--- config.mk ---
export PLATFORM = sky130hd
export DESIGN_NAME = acc_ctrl_flat
export DESIGN_NICKNAME = d
export VERILOG_FILES = /design/src/rtl/acc_pkg.sv /design/src/rtl/acc_ctrl_if.sv /design/src/rtl/acc_bus_decode.sv /design/src/rtl/acc_ctrl.sv /design/src/flat_wrapper.sv
export SDC_FILE = /design/constraint.sdc
export NUM_CORES = 1
export LEC_CHECK = 0
export CAP_MARGIN = 0
export CORE_UTILIZATION = 25
export DETAILED_ROUTE_END_ITERATION = 16
export GPL_TIMING_DRIVEN = 0
export PLACE_DENSITY_LB_ADDON = 0.08
export SETUP_SLACK_MARGIN = 0.5
export SYNTH_ARGS = -nofsm -noshare
export SYNTH_HDL_FRONTEND = slang
export SYNTH_SLANG_ARGS = --single-unit
--- constraint.sdc ---
create_clock -name clk -period 3.85 [get_ports clk]
set_input_delay 1.155 -clock clk [delete_from_list [all_inputs] [get_ports clk]]
set_output_delay 1.155 -clock clk [all_outputs]
set_load 0.02 [all_outputs]
--- src/rtl/acc_pkg.sv ---
// Shared types and constants for the accelerator control block: FSM states, regions, register map.
// No logic; no latency or backpressure of its own.
package acc_pkg;

  typedef enum logic [1:0] {
    ST_IDLE = 2'd0,
    ST_RUN  = 2'd1,
    ST_DONE = 2'd2,
    ST_ERR  = 2'd3
  } state_t;

  typedef enum logic [1:0] {
    RGN_REG = 2'd0,
    RGN_A   = 2'd1,
    RGN_B   = 2'd2,
    RGN_C   = 2'd3
  } region_t;

  localparam logic [11:0] BASE_A   = 12'd1024;
  localparam logic [11:0] BASE_B   = 12'd2048;
  localparam logic [11:0] BASE_C   = 12'd3072;
  localparam logic [11:0] NUM_REGS = 12'd4;

  localparam logic [1:0] REG_CTRL    = 2'd0;
  localparam logic [1:0] REG_STATUS  = 2'd1;
  localparam logic [1:0] REG_CYCLES  = 2'd2;
  localparam logic [1:0] REG_TIMEOUT = 2'd3;

  localparam int CTRL_START  = 0;
  localparam int CTRL_IRQ_EN = 1;
  localparam int CTRL_CLR    = 2;

  localparam int STAT_BUSY    = 0;
  localparam int STAT_DONE    = 1;
  localparam int STAT_TMO_ERR = 2;
  localparam int STAT_ACC_ERR = 3;

endpackage

--- src/rtl/acc_ctrl_if.sv ---
// Host data bus: request/grant with a single response beat (rvalid) one cycle after each grant.
// Grant is unconditional, so the bus never backpressures.
interface acc_ctrl_if;
  logic        data_req_i;
  logic        data_we_i;
  logic [11:0] data_addr_i;
  logic [31:0] data_wdata_i;
  logic        data_gnt_o;
  logic        data_rvalid_o;
  logic [31:0] data_rdata_o;

  modport slave (
    input  data_req_i, data_we_i, data_addr_i, data_wdata_i,
    output data_gnt_o, data_rvalid_o, data_rdata_o
  );

  modport master (
    output data_req_i, data_we_i, data_addr_i, data_wdata_i,
    input  data_gnt_o, data_rvalid_o, data_rdata_o
  );
endinterface

--- src/rtl/acc_bus_decode.sv ---
// Splits a 12-bit bus address into region, register index and reserved flag.
// Purely combinational: zero latency, no backpressure.
module acc_bus_decode
  import acc_pkg::*;
(
  input  logic [11:0] i_addr,
  output region_t     o_region,
  output logic [1:0]  o_reg_idx,
  output logic        o_reserved
);

  always_comb begin
    if (i_addr >= BASE_C)      o_region = RGN_C;
    else if (i_addr >= BASE_B) o_region = RGN_B;
    else if (i_addr >= BASE_A) o_region = RGN_A;
    else                       o_region = RGN_REG;
  end

  assign o_reg_idx  = i_addr[1:0];
  assign o_reserved = (o_region == RGN_REG) && (i_addr >= NUM_REGS);

endmodule

--- src/rtl/acc_ctrl.sv ---
// Accelerator control: register file, A/B buffer write path, C readback and run/timeout FSM.
// Buffer strobes same cycle, read data one cycle after grant; grant is zero-wait, no backpressure.
module acc_ctrl
  import acc_pkg::*;
#(
  parameter int N_ELEM = 1024,
  parameter int EW     = 8
) (
  input  logic                      clk,
  input  logic                      rst_n,
  acc_ctrl_if.slave                 bus,
  output logic                      buf_we_o,
  output logic                      buf_sel_o,
  output logic [$clog2(N_ELEM)-1:0] buf_addr_o,
  output logic [EW-1:0]             buf_wdata_o,
  output logic [$clog2(N_ELEM)-1:0] c_raddr_o,
  input  logic [EW-1:0]             c_rdata_i,
  output logic                      acc_start_o,
  input  logic                      acc_done_i,
  output logic                      irq_o
);

  localparam int AW = $clog2(N_ELEM);

  region_t     w_region;
  logic [1:0]  w_reg_idx;
  logic        w_reserved;

  acc_bus_decode u_dec (
    .i_addr     (bus.data_addr_i),
    .o_region   (w_region),
    .o_reg_idx  (w_reg_idx),
    .o_reserved (w_reserved)
  );

  state_t      r_state;
  logic        r_irq_en;
  logic        r_acc_err;
  logic        r_start;
  logic        r_rvalid;
  logic [31:0] r_rdata;
  logic [31:0] r_cycles;
  logic [31:0] r_timeout;

  logic        w_req, w_wr, w_rd, w_run;
  logic        w_reg_wr, w_ab_wr, w_c_rd, w_buf_we;
  logic        w_ctrl_wr, w_start_wr, w_clr_wr, w_stat_clr;
  logic [31:0] w_cyc_nxt, w_status, w_rd_dat;

  // Bus-facing combinational paths are gated by reset so outputs sit at 0 while it is held.
  assign w_req      = bus.data_req_i & rst_n;
  assign w_wr       = w_req & bus.data_we_i;
  assign w_rd       = w_req & ~bus.data_we_i;
  assign w_run      = (r_state == ST_RUN);
  assign w_reg_wr   = w_wr & (w_region == RGN_REG) & ~w_reserved;
  assign w_ab_wr    = w_wr & ((w_region == RGN_A) | (w_region == RGN_B));
  assign w_c_rd     = w_rd & (w_region == RGN_C);
  assign w_buf_we   = w_ab_wr & ~w_run;
  assign w_ctrl_wr  = w_reg_wr & (w_reg_idx == REG_CTRL);
  assign w_start_wr = w_ctrl_wr & bus.data_wdata_i[CTRL_START];
  assign w_clr_wr   = w_ctrl_wr & bus.data_wdata_i[CTRL_CLR];
  assign w_stat_clr = w_reg_wr & (w_reg_idx == REG_STATUS) & bus.data_wdata_i[STAT_ACC_ERR];
  assign w_cyc_nxt  = (&r_cycles) ? r_cycles : r_cycles + 32'd1;

  always_comb begin
    w_status               = '0;
    w_status[STAT_BUSY]    = w_run;
    w_status[STAT_DONE]    = (r_state == ST_DONE);
    w_status[STAT_TMO_ERR] = (r_state == ST_ERR);
    w_status[STAT_ACC_ERR] = r_acc_err;
  end

  always_comb begin
    w_rd_dat = '0;
    if (w_region == RGN_C) begin
      if (!w_run) w_rd_dat = {{(32-EW){1'b0}}, c_rdata_i};
    end else if (w_region == RGN_REG && !w_reserved) begin
      case (w_reg_idx)
        REG_CTRL:    w_rd_dat[CTRL_IRQ_EN] = r_irq_en;
        REG_STATUS:  w_rd_dat = w_status;
        REG_CYCLES:  w_rd_dat = r_cycles;
        REG_TIMEOUT: w_rd_dat = r_timeout;
        default:     w_rd_dat = '0;
      endcase
    end
  end

  assign bus.data_gnt_o    = w_req;
  assign bus.data_rvalid_o = r_rvalid;
  assign bus.data_rdata_o  = r_rdata;
  assign buf_we_o          = w_buf_we;
  assign buf_sel_o         = w_buf_we & bus.data_addr_i[11];
  assign buf_addr_o        = w_buf_we ? bus.data_addr_i[AW-1:0] : '0;
  assign buf_wdata_o       = w_buf_we ? bus.data_wdata_i[EW-1:0] : '0;
  assign c_raddr_o         = w_c_rd ? bus.data_addr_i[AW-1:0] : '0;
  assign acc_start_o       = r_start;
  assign irq_o             = r_irq_en & ((r_state == ST_DONE) | (r_state == ST_ERR));

  always_ff @(posedge clk or negedge rst_n) begin
    if (!rst_n) begin
      r_state   <= ST_IDLE;
      r_irq_en  <= 1'b0;
      r_acc_err <= 1'b0;
      r_start   <= 1'b0;
      r_rvalid  <= 1'b0;
      r_rdata   <= '0;
      r_cycles  <= '0;
      r_timeout <= '0;
    end else begin
      r_rvalid <= w_req;
      r_rdata  <= w_rd ? w_rd_dat : '0;
      r_start  <= 1'b0;
      if (w_ctrl_wr) r_irq_en <= bus.data_wdata_i[CTRL_IRQ_EN];
      if (w_reg_wr && (w_reg_idx == REG_TIMEOUT)) r_timeout <= bus.data_wdata_i;
      if (w_clr_wr || w_stat_clr)             r_acc_err <= 1'b0;
      else if (w_run && (w_ab_wr || w_c_rd))  r_acc_err <= 1'b1;
      case (r_state)
        ST_RUN: begin
          r_cycles <= w_cyc_nxt;
          // Completion takes priority over a timeout landing in the same cycle.
          if (acc_done_i)
            r_state <= ST_DONE;
          else if ((r_timeout != '0) && (w_cyc_nxt == r_timeout))
            r_state <= ST_ERR;
        end
        default: begin
          if (w_start_wr) begin
            r_state  <= ST_RUN;
            r_cycles <= '0;
            r_start  <= 1'b1;
          end else if (w_clr_wr) begin
            r_state <= ST_IDLE;
          end
        end
      endcase
    end
  end

endmodule

--- src/flat_wrapper.sv ---
// flat-port wrapper written by rule: the top's interface ports become plain ports
module acc_ctrl_flat import acc_pkg::*;
#(
  parameter int N_ELEM = 1024,
  parameter int EW     = 8
)
  (clk, rst_n, buf_we_o, buf_sel_o, buf_addr_o, buf_wdata_o, c_raddr_o, c_rdata_i, acc_start_o, acc_done_i, irq_o, bus_data_req_i, bus_data_we_i, bus_data_addr_i, bus_data_wdata_i, bus_data_gnt_o, bus_data_rvalid_o, bus_data_rdata_o);
  acc_ctrl_if bus_i ();
  input  logic clk;
  input  logic rst_n;
  output logic buf_we_o;
  output logic buf_sel_o;
  output logic [$clog2(N_ELEM)-1:0] buf_addr_o;
  output logic [EW-1:0] buf_wdata_o;
  output logic [$clog2(N_ELEM)-1:0] c_raddr_o;
  input  logic [EW-1:0] c_rdata_i;
  output logic acc_start_o;
  input  logic acc_done_i;
  output logic irq_o;
  input wire logic [$bits(bus_i.data_req_i)-1:0] bus_data_req_i;
  input wire logic [$bits(bus_i.data_we_i)-1:0] bus_data_we_i;
  input wire logic [$bits(bus_i.data_addr_i)-1:0] bus_data_addr_i;
  input wire logic [$bits(bus_i.data_wdata_i)-1:0] bus_data_wdata_i;
  output wire logic [$bits(bus_i.data_gnt_o)-1:0] bus_data_gnt_o;
  output wire logic [$bits(bus_i.data_rvalid_o)-1:0] bus_data_rvalid_o;
  output wire logic [$bits(bus_i.data_rdata_o)-1:0] bus_data_rdata_o;
  assign bus_i.data_req_i = bus_data_req_i;
  assign bus_i.data_we_i = bus_data_we_i;
  assign bus_i.data_addr_i = bus_data_addr_i;
  assign bus_i.data_wdata_i = bus_data_wdata_i;
  assign bus_data_gnt_o = bus_i.data_gnt_o;
  assign bus_data_rvalid_o = bus_i.data_rvalid_o;
  assign bus_data_rdata_o = bus_i.data_rdata_o;
  acc_ctrl #(.N_ELEM(N_ELEM), .EW(EW)) u_core (.clk(clk), .rst_n(rst_n), .bus(bus_i), .buf_we_o(buf_we_o), .buf_sel_o(buf_sel_o), .buf_addr_o(buf_addr_o), .buf_wdata_o(buf_wdata_o), .c_raddr_o(c_raddr_o), .c_rdata_i(c_rdata_i), .acc_start_o(acc_start_o), .acc_done_i(acc_done_i), .irq_o(irq_o));
endmodule
==> reports/results.ini, run 1 <==
[outcome]
status=finished clean

[cts]
cts_tree=done
ctsHoldBuffers=0
root_buffer=clkbuf_16
path_clk_slew_ps=70
insertion_delay_ps=370
cts_buffers=9
cts.path.max_buffers=2
h-tree-depth=3
clock-sinks=102

[worst_setup_path]
r2r_end=u_core.r_state[1]
critical_path_class=input pin to output port
cp_max_fo=5
cp-start-kind=input pin
cp.arrival_ps=2280
end_kind=output port
rrSetupSlack_ps=760
r2r_start=u_core.r_cycles[0]
worstPathRequired_ps=2690
r2r_cells=11

[synthesis]
yosys-top-cells-area=dfrtp_1, mux2_2, mux2i_1, xnor2_1, o21ai_0
synth_common_cells=dfrtp_1, nor2_1, nand2_1, o21ai_0, mux2_2
synthArstFlopShare_pct=100
synth_ff_type=dfrtp_1
synth_top_family_by_area=simple AND/OR/NAND/NOR gates
synth-compound-area-share_pct=12.3
synthesis.area_um2=6060
yosys.area_share.simple_pct=22.0
synth.net_count=692
synthCells=632
yosysMostFrequentCell=dfrtp_1
yosysWarningCount=0
synth_mux_area_share_pct=11.8
synth-edff-count=0
ys_types=63
synth_top_area_share_pct=42.1
yosysSeqAreaShare_pct=42.1
synth_top_area_cell=dfrtp_1
syn_area_per_cell_um2=9.59
synthAdderAreaFrac_pct=0.619
synth_seq_cells=102
synth-xor-area-share_pct=7.51

[global_routing]
grt_antenna_before_repair=0
grt_max_degree=27
grt_remaining_overflow=0
grt_pass1_vias=5696
track_usage_pct=19.2
grt_first_pass_wirelength_um=35000

[pwr]
p_clk_share_pct=43.2
switching_power_mw=0.605
vdd_ir_drop_max_uv=156
intPower_mw=1.80
switching_share_pct=25.2
p_leak_nw=3.76
pwr_density_cell_nw_per_um2=276
pwr-share-comb_pct=11.9
seqPwrFrac_pct=44.9

[sta]
maxSlewHeadroom_pct=40.0
tightestPinTransition_ps=899
rsz0062_at_grt=yes
final.period_utilization_pct=89.2
maxSlewViolCount=0
finalCriticalPeriod_ps=3430
hold_slack_ps=517
hold_viol_final=0
fin_skew_ps=13.6
fmax_mhz=291
finalSetupViolations=0
fin_tns_setup_ps=0
timing.final.ws_setup_ps=416

[drt]
wl_per_cell_um=20.7
drtIter0Drc=258
drt_wl_total_um=23100
drt.antenna.violating_nets=0
drt_first_pass_iters=5
vias=5580
post-route-drc-count=0
avgViaCountPerCell=5.00

[place]
dp_slack_ps=-1130
place_area_um2=7750
gp_congestion=0.828
hpwl_um=16000
portBuffers=122

[cells_and_area]
nets=853
drive_above_1_share_pct=25.8
multi_input_area_um2=3500
final_cell_area_um2=8710
syn_to_final_growth_pct=43.7
n_antenna_cell=0
fill_cells=2387
seqCellArea_um2=2550

[min_path]
hold_end=u_core.r_acc_err
hp-class=flip-flop to flip-flop
holdPathStages=1
worst_hold_startpoint=u_core.r_acc_err

[floorplan]
die_w_um=158
dieArea_um2=24900
core-area_um2=23600
start_util_pct=25.7
fp.dieH_um=158
boundaryPins=123
core.rowCount=56

[job]
maxCapViolCount=0

## routing by layer
layer | part of all wire (%) | track usage, %
met1 | 46 | 26.0
met2 | 47 | 31.8
met3 | 4.9 | 2.74
met4 | 1.7 | 5.22
met5 | 0 | 0
## worst max-delay path, stage by stage
cell and delay [ps]:
buf_8 90, inv_6 30, ha_4 260, nand2_4 50, nor3_4 160, buf_6 160, buf_8 120, and2_4 140
buf_6 100
## layout make-up
type	count	share of cell area [%]
multi-input cells	476	40.2
flip-flops and latches	102	29.3
repair buffers	150	18.8
well taps	319	4.58
plain buffers	44	2.89
clock buffers	10	2.63
clock inverters	6	1.06
inverters	10	0.517
## stage by stage
step           util (%)  instances  power (mW)
2_1_floorplan         -        632        1.19
3_3_place_gp       32.7       1073        1.32
3_5_place_dp       32.8       1074        1.33
4_1_cts            36.2       1110        2.42
5_1_grt            36.9       1117        2.50
6_report           36.9       1117        2.41
## how the worst max path moves through the flow
| stage | from | to | slack [ps] | depth (start not counted) |
|---|---|---|---|---|
| after floorplan | bus_data_addr_i[11] | buf_addr_o[0] | 500 | 6 |
| after global placement | rst_n | buf_addr_o[0] | -5750 | 6 |
| after detailed placement | rst_n | buf_addr_o[3] | -1130 | 7 |
| after CTS | bus_data_addr_i[11] | buf_addr_o[3] | 380 | 9 |
| after global routing | bus_data_addr_i[11] | buf_wdata_o[0] | 360 | 9 |
| final | bus_data_addr_i[11] | buf_addr_o[9] | 420 | 9 |
## logic make-up (layout without fill, tap and decap cells)
| group | count (synthesis) | count (layout) |
|---|---|---|
| multiplexers | 66 | 66 |
| XOR/XNOR | 52 | 52 |
| flip-flops | 102 | 102 |
| AO/OA/AOI/OAI | 113 | 113 |
| buffers and inverters | 54 | 220 |
| adder cells (fa/ha/maj) | 3 | 3 |
| AND/OR/NAND/NOR | 242 | 242 |
## timing repair
action,in CTS,in global routing
buffers inserted,13,7
resized for setup,258,45
endpoints found under the hold margin,0,0
cloned,7,0
endpoints found under the setup margin,117,111
pin swaps,12,8
## placed cells by master, fill, tap and decap left out, types with 13 or more instances in the layout
cell type / n
nor3_1: 13
xor2_1: 18
clkbuf_1: 14
clkdlybuf4s50_1: 84
nor2_1: 50
o21ai_0: 45
and2_4: 26
o31ai_1: 13
mux2_2: 35
buf_4: 18
buf_6: 33
nand4_1: 14
mux2i_1: 30
nand3_1: 15
nor4_1: 19
dfrtp_1: 102
xnor2_1: 34
buf_2: 17
a21oi_1: 15
nand2_1: 43
## sequential cells by signal, summed over array words and instances (netlist names)
register and cells:
u_core.r_irq_en 1, u_core.r_acc_err 1, u_core.acc_start_o 1, u_core.bus.data_rdata_o 32, u_core.r_cycles 32, u_core.r_state 2, u_core.bus.data_rvalid_o 1, u_core.r_timeout 32
## power groups by stage
stage | logic, mW | registers [mW] | clock network, mW
2_1_floorplan | 0.0886 | 1.10 | 0
3_3_place_gp | 0.221 | 1.10 | 0
3_5_place_dp | 0.226 | 1.10 | 0
4_1_cts | 0.275 | 1.08 | 1.06
5_1_grt | 0.308 | 1.08 | 1.12
6_report | 0.287 | 1.08 | 1.04
Power figures use the tool's default switching activity.
==> run 2: changes to the inputs <==
Settings changed: CTS_CLUSTER_SIZE set to 40, SYNTH_HIERARCHICAL set to 1.
==> reports/results.ini, run 2 <==
[pwr]
pwr-share-comb_pct=37.5
switching_share_pct=38.4
vdd_ir_drop_max_uv=260
switching_power_mw=1.57
intPower_mw=2.53
finalPower_mw=4.10
p_clk_share_pct=24.8
seqPwrFrac_pct=37.7
pwr_density_cell_nw_per_um2=458
p_leak_nw=3.85

[sta]
maxSlewViolCount=0
hold_viol_final=0
tightestPinTransition_ps=1070
timing.final.ws_setup_ps=328
rsz0062_at_grt=yes
maxSlewHeadroom_pct=27.8
fmax_mhz=284
finalCriticalPeriod_ps=3520
final.period_utilization_pct=91.5
hold_slack_ps=512
fin_skew_ps=10.8
fin_tns_setup_ps=0
finalSetupViolations=0

[min_path]
holdPathStages=1
hp-class=flip-flop to flip-flop

[floorplan]
fp.dieH_um=160
core.rowCount=57
die_w_um=160
boundaryPins=123
core-area_um2=24400
start_util_pct=25.6
dieArea_um2=25600

[global_routing]
met3_usage_pct=3.25
use_met2_pct=32.6
grt_remaining_overflow=0
track_usage_pct=19.2
grt_first_pass_wirelength_um=37400
grt_antenna_before_repair=0
grt_max_degree=32
met1_usage_pct=25.8
grt_most_used_layer=met2
grt_pass1_vias=6026

[drt]
drt_first_pass_iters=5
wl_per_cell_um=20.8
drt.antenna.violating_nets=0
drtIter0Drc=374
vias=5756
post-route-drc-count=0
drt_wl_total_um=24000
avgViaCountPerCell=4.99

[synthesis]
yosys.area_share.simple_pct=22.4
synth-compound-area-share_pct=13.5
synth_seq_cells=102
synthesis.area_um2=6230
synth.net_count=718
synth-xor-area-share_pct=6.32
synthAdderAreaFrac_pct=0.602
yosysWarningCount=6
ys_types=66
synthCells=658
synthArstFlopShare_pct=100
synth_common_cells=dfrtp_1, nor2_1, o21ai_0, nand2_1, mux2_2
synth_top_family_by_area=simple AND/OR/NAND/NOR gates
syn_area_per_cell_um2=9.47
synth_mux_area_share_pct=12.3
synth-edff-count=0
yosysMostFrequentCell=dfrtp_1
synth_ff_type=dfrtp_1
synth_top_area_share_pct=40.9
yosysSeqAreaShare_pct=40.9
yosys-top-cells-area=dfrtp_1, mux2_2, mux2i_1, xnor2_1, o21ai_0
synth_top_area_cell=dfrtp_1

[worst_setup_path]
worstPathRequired_ps=2690
critPathMaxStageDelay_ps=260
r2r_cells=9
crit_slowest_cell=ha_4
crit_top_cell=buf_6
critical_path_class=input pin to output port
cp.arrival_ps=2370
end_kind=output port
crit_path_cell_trace=buf_6 > buf_6 > inv_4 > ha_4 > nand2_4 > nor3_4 > buf_6 > buf_8 > and2_4 > buf_6
cp-start-kind=input pin
cp_max_fo=5

[cts]
cts_buffers=9
h-tree-depth=3
insertion_delay_ps=360
path_clk_slew_ps=70
clock-sinks=102
root_buffer=clkbuf_16
cts_tree=done
cts.path.max_buffers=2

[cells_and_area]
nets=886
fill_cells=2510
final_common_cell=dfrtp_1
drive_above_1_share_pct=26.3
n_antenna_cell=0
layout_common_cells=dfrtp_1, clkdlybuf4s50_1, nor2_1
syn_to_final_growth_pct=43.6

[place]
hpwl_um=17200
gp_congestion=0.935
portBuffers=122
dp_slack_ps=-1150

[job]
maxCapViolCount=0

[outcome]
status=finished clean

==> run 2: changes by cell type after synthesis, sizes merged, moves of 6 or more <==
cell / previous run / this run
nand2: 47 / 53
nor2: 52 / 66
nor4: 24 / 17
xor2: 18 / 10
a21o: 6 / 0
o21ai: 45 / 54
==> run 2: layout make-up <==
class | count | area, um^2 | area share (%)
Clock buffer | 10 | 239 | 2.67
Buffer | 45 | 258 | 2.88
Multi-Input combinational cell | 501 | 3680 | 41.2
Sequential cell | 102 | 2550 | 28.5
Timing Repair Buffer | 156 | 1680 | 18.8
Clock inverter | 5 | 83.8 | 0.937
Tap cell | 324 | 405 | 4.53
Inverter | 11 | 46.3 | 0.517
==> run 2: what timing repair did <==
| item | in CTS | in global routing |
|---|---|---|
| pin swaps | 18 | 12 |
| setup endpoints to repair | 125 | 110 |
| hold buffers | 0 | 0 |
| buffers inserted | 13 | 14 |
| gates cloned | 6 | 1 |
| resized for setup | 237 | 65 |
==> run 2: power by group through the flow <==
stage          registers (mW)  logic (mW)  clock network (mW)
2_1_floorplan            1.48       0.999                   0
3_3_place_gp             1.56        1.46                   0
3_5_place_dp             1.57        1.46                   0
4_1_cts                  1.55        1.51                1.06
5_1_grt                  1.59        1.70                1.09
6_report                 1.55        1.54                1.02
==> run 2: worst paths after layout <==
kind | start | end | slack [ps]
worst max-delay path | bus_data_addr_i[10] | buf_wdata_o[0] | 330
worst min-delay path | u_core/r_acc_err | u_core/r_acc_err | 510
worst max register to register | u_core/r_cycles[1] | u_core/r_state[1] | 660
worst min register to register | u_core/r_acc_err | u_core/r_acc_err | 510
max in group asynchronous | rst_n | u_core/r_timeout[27] | 2750
min in group asynchronous | rst_n | u_core/r_cycles[7] | 610
==> run 2: critical path: cells and delay by family <==
family / cells / cell delay [ps]
buf+inv: 6 / 580
simple gates: 3 / 370
fa+ha+maj: 1 / 260
==> run 2: cell families (layout without fill, tap and decap cells) <==
kind of cell | Yosys count | after routing
flops | 102 | 102
fa+ha+maj | 3 | 3
buf+inv | 56 | 227
compound gates | 129 | 129
mux | 71 | 71
simple gates | 252 | 253
xor+xnor | 45 | 45
==> run 2: metal layers <==
layer	up-vias	share of wire, %
li1	2713	-
met2	160	49
met4	0	0.90
met3	14	4.6
met1	2869	45
met5	-	0
==> run 2: per-stage QoR <==
stage | cells | cell area (um^2) | util [%]
after floorplan | 658 | 6260 | -
after global placement | 1104 | 7890 | 32.3
after detailed placement | 1105 | 7910 | 32.4
after CTS | 1139 | 8620 | 35.3
after global routing | 1154 | 8950 | 36.7
final | 1154 | 8950 | 36.7
==> run 3: changes to the inputs <==
Settings changed: CTS_BUF_LIST set to sky130_fd_sc_hd__clkbuf_16.
Clock period 3.85 ns to 3.9 ns, I/O delays scaled along.
==> reports/results.ini, run 3 (synthesis gave the netlist of run 2 again) <==
[cts]
cts_tree=done
path_clk_slew_ps=70
cts_buffers=9
insertion_delay_ps=360
ctsHoldBuffers=0
clock-sinks=102
cts.path.max_buffers=2
root_buffer=clkbuf_16
h-tree-depth=3

[cells_and_area]
drive_above_1_share_pct=25.2
instances_no_fill=1150
n_antenna_cell=0
final_common_cell=dfrtp_1
nets=882
syn_to_final_growth_pct=42.6
post-route-util_pct=36.4
layout_common_cells=dfrtp_1, clkdlybuf4s50_1, nor2_1

[global_routing]
grt_first_pass_wirelength_um=37300
grt_pass1_vias=6028
grt_max_degree=32
track_usage_pct=19.2
grt_antenna_before_repair=0
grt_remaining_overflow=0

[min_path]
hold_end=u_core/r_acc_err
worst_hold_startpoint=u_core/r_acc_err
hp-class=flip-flop to flip-flop
holdPathStages=1

[pwr]
seqPwrFrac_pct=38.0
p_leak_nw=3.81
pwr-share-comb_pct=37.6
p_clk_share_pct=24.4
intPower_mw=2.47
switching_share_pct=38.6
finalPower_mw=4.02
switching_power_mw=1.55
vdd_ir_drop_max_uv=256
pwr_density_cell_nw_per_um2=452

[job]
maxCapViolCount=0

[worst_setup_path]
critPathBufInv=6
cp-start-kind=input pin
cp_max_fo=5
cp_top_family=buffers and inverters
critical_path_class=input pin to output port
crit_path_cell_trace=buf_8 > buf_6 > inv_4 > ha_4 > nand2_4 > nor3_4 > buf_6 > buf_8 > and2_4 > buf_6
r2r_start=u_core/r_cycles[1]
worstSetupStartpoint=bus_data_addr_i[11]
r2r_cells=9
crit_slowest_cell=ha_4
worstPathRequired_ps=2730
rrSetupSlack_ps=670
cp.arrival_ps=2380
crit_top_cell=buf_6
critPathMaxStageDelay_ps=260
r2r_end=u_core/r_state[1]
end_kind=output port

[sta]
fin_tns_setup_ps=0
maxSlewHeadroom_pct=29.3
fmax_mhz=282
rsz0062_at_grt=yes
hold_viol_final=0
fin_skew_ps=9.62
final.period_utilization_pct=91.0
maxSlewViolCount=0
finalSetupViolations=0
hold_slack_ps=511
finalCriticalPeriod_ps=3550
tightestPinTransition_ps=1050

[floorplan]
dieArea_um2=25600
boundaryPins=123
core.rowCount=57
die_w_um=160
start_util_pct=25.6
fp.dieH_um=160
core-area_um2=24400

[outcome]
status=finished clean

[place]
place_inst=1105
gp_congestion=0.935
hpwl_um=17200
portBuffers=122

[drt]
drt.antenna.violating_nets=0
drt_first_pass_iters=5
post-route-drc-count=0
avgViaCountPerCell=5.04
drtIter0Drc=363
vias=5792
drt_wl_total_um=24000
wl_per_cell_um=20.8

## run 3: cell types whose count changed in the layout (fill, tap and decap cells not counted), moves of 2 or more
cell,before,now
and2_1,4,6
and2_4,29,27
buf_2,12,15
buf_4,26,21
clkbuf_4,3,1
## run 3: layout make-up
cell class              count  area [um^2]
clock buffers               9          225
multi-input cells         501         3670
flip-flops and latches    102         2550
repair buffers            152         1650
fillers                  2516        15500
well taps                 324          405
clock inverters             6         87.6
inverters                  11         46.3
plain buffers              45          249
## run 3: layer usage
| metal | vias up | GRT usage (%) | share of wire (%) |
|---|---|---|---|
| li1 | 2711 | - | - |
| met1 | 2902 | 25.8 | 45 |
| met2 | 165 | 32.6 | 49 |
| met3 | 14 | 3.22 | 4.5 |
| met4 | 0 | 3.51 | 0.89 |
| met5 | - | 0 | 0 |
## run 3: through the flow
| step | cell area, um^2 | setup WS, ps |
|---|---|---|
| finish | 8890 | 351 |
| global route | 8890 | 299 |
| CTS | 8580 | 215 |
| detailed placement | 7910 | -1130 |
| global placement | 7890 | -4880 |
| floorplan | 6260 | 505 |
## run 3: power groups by stage
stage | Clock [mW] | Combinational, mW | Sequential, mW
5_1_grt | 1.06 | 1.66 | 1.57
6_report | 0.983 | 1.51 | 1.53
3_5_place_dp | 0 | 1.44 | 1.55
4_1_cts | 1.02 | 1.49 | 1.53
3_3_place_gp | 0 | 1.44 | 1.54
2_1_floorplan | 0 | 0.986 | 1.46
## run 3: worst max-delay path by stage
stage | end | slack (ps) | cells after the start
floorplan | buf_addr_o[7] | 510 | 7
global placement | buf_sel_o | -4880 | 6
detailed placement | buf_addr_o[5] | -1130 | 7
CTS | buf_wdata_o[1] | 220 | 10
global route | buf_wdata_o[0] | 300 | 10
finish | buf_wdata_o[0] | 350 | 10
## run 3: repair_timing
item | 4_1_cts | 5_1_grt
resized for setup | 231 | 62
buffers inserted | 11 | 12
pin swaps | 15 | 7
cloned | 6 | 1
endpoints found under the setup margin | 124 | 108
## run 3: worst register-to-register path, delay by kind of cell, from the launching register on
kind / cells / cell delay [ps]
fa+ha+maj: 1 / 340
xor+xnor: 1 / 190
flops: 1 / 540
simple gates: 6 / 1960
compound gates: 1 / 150
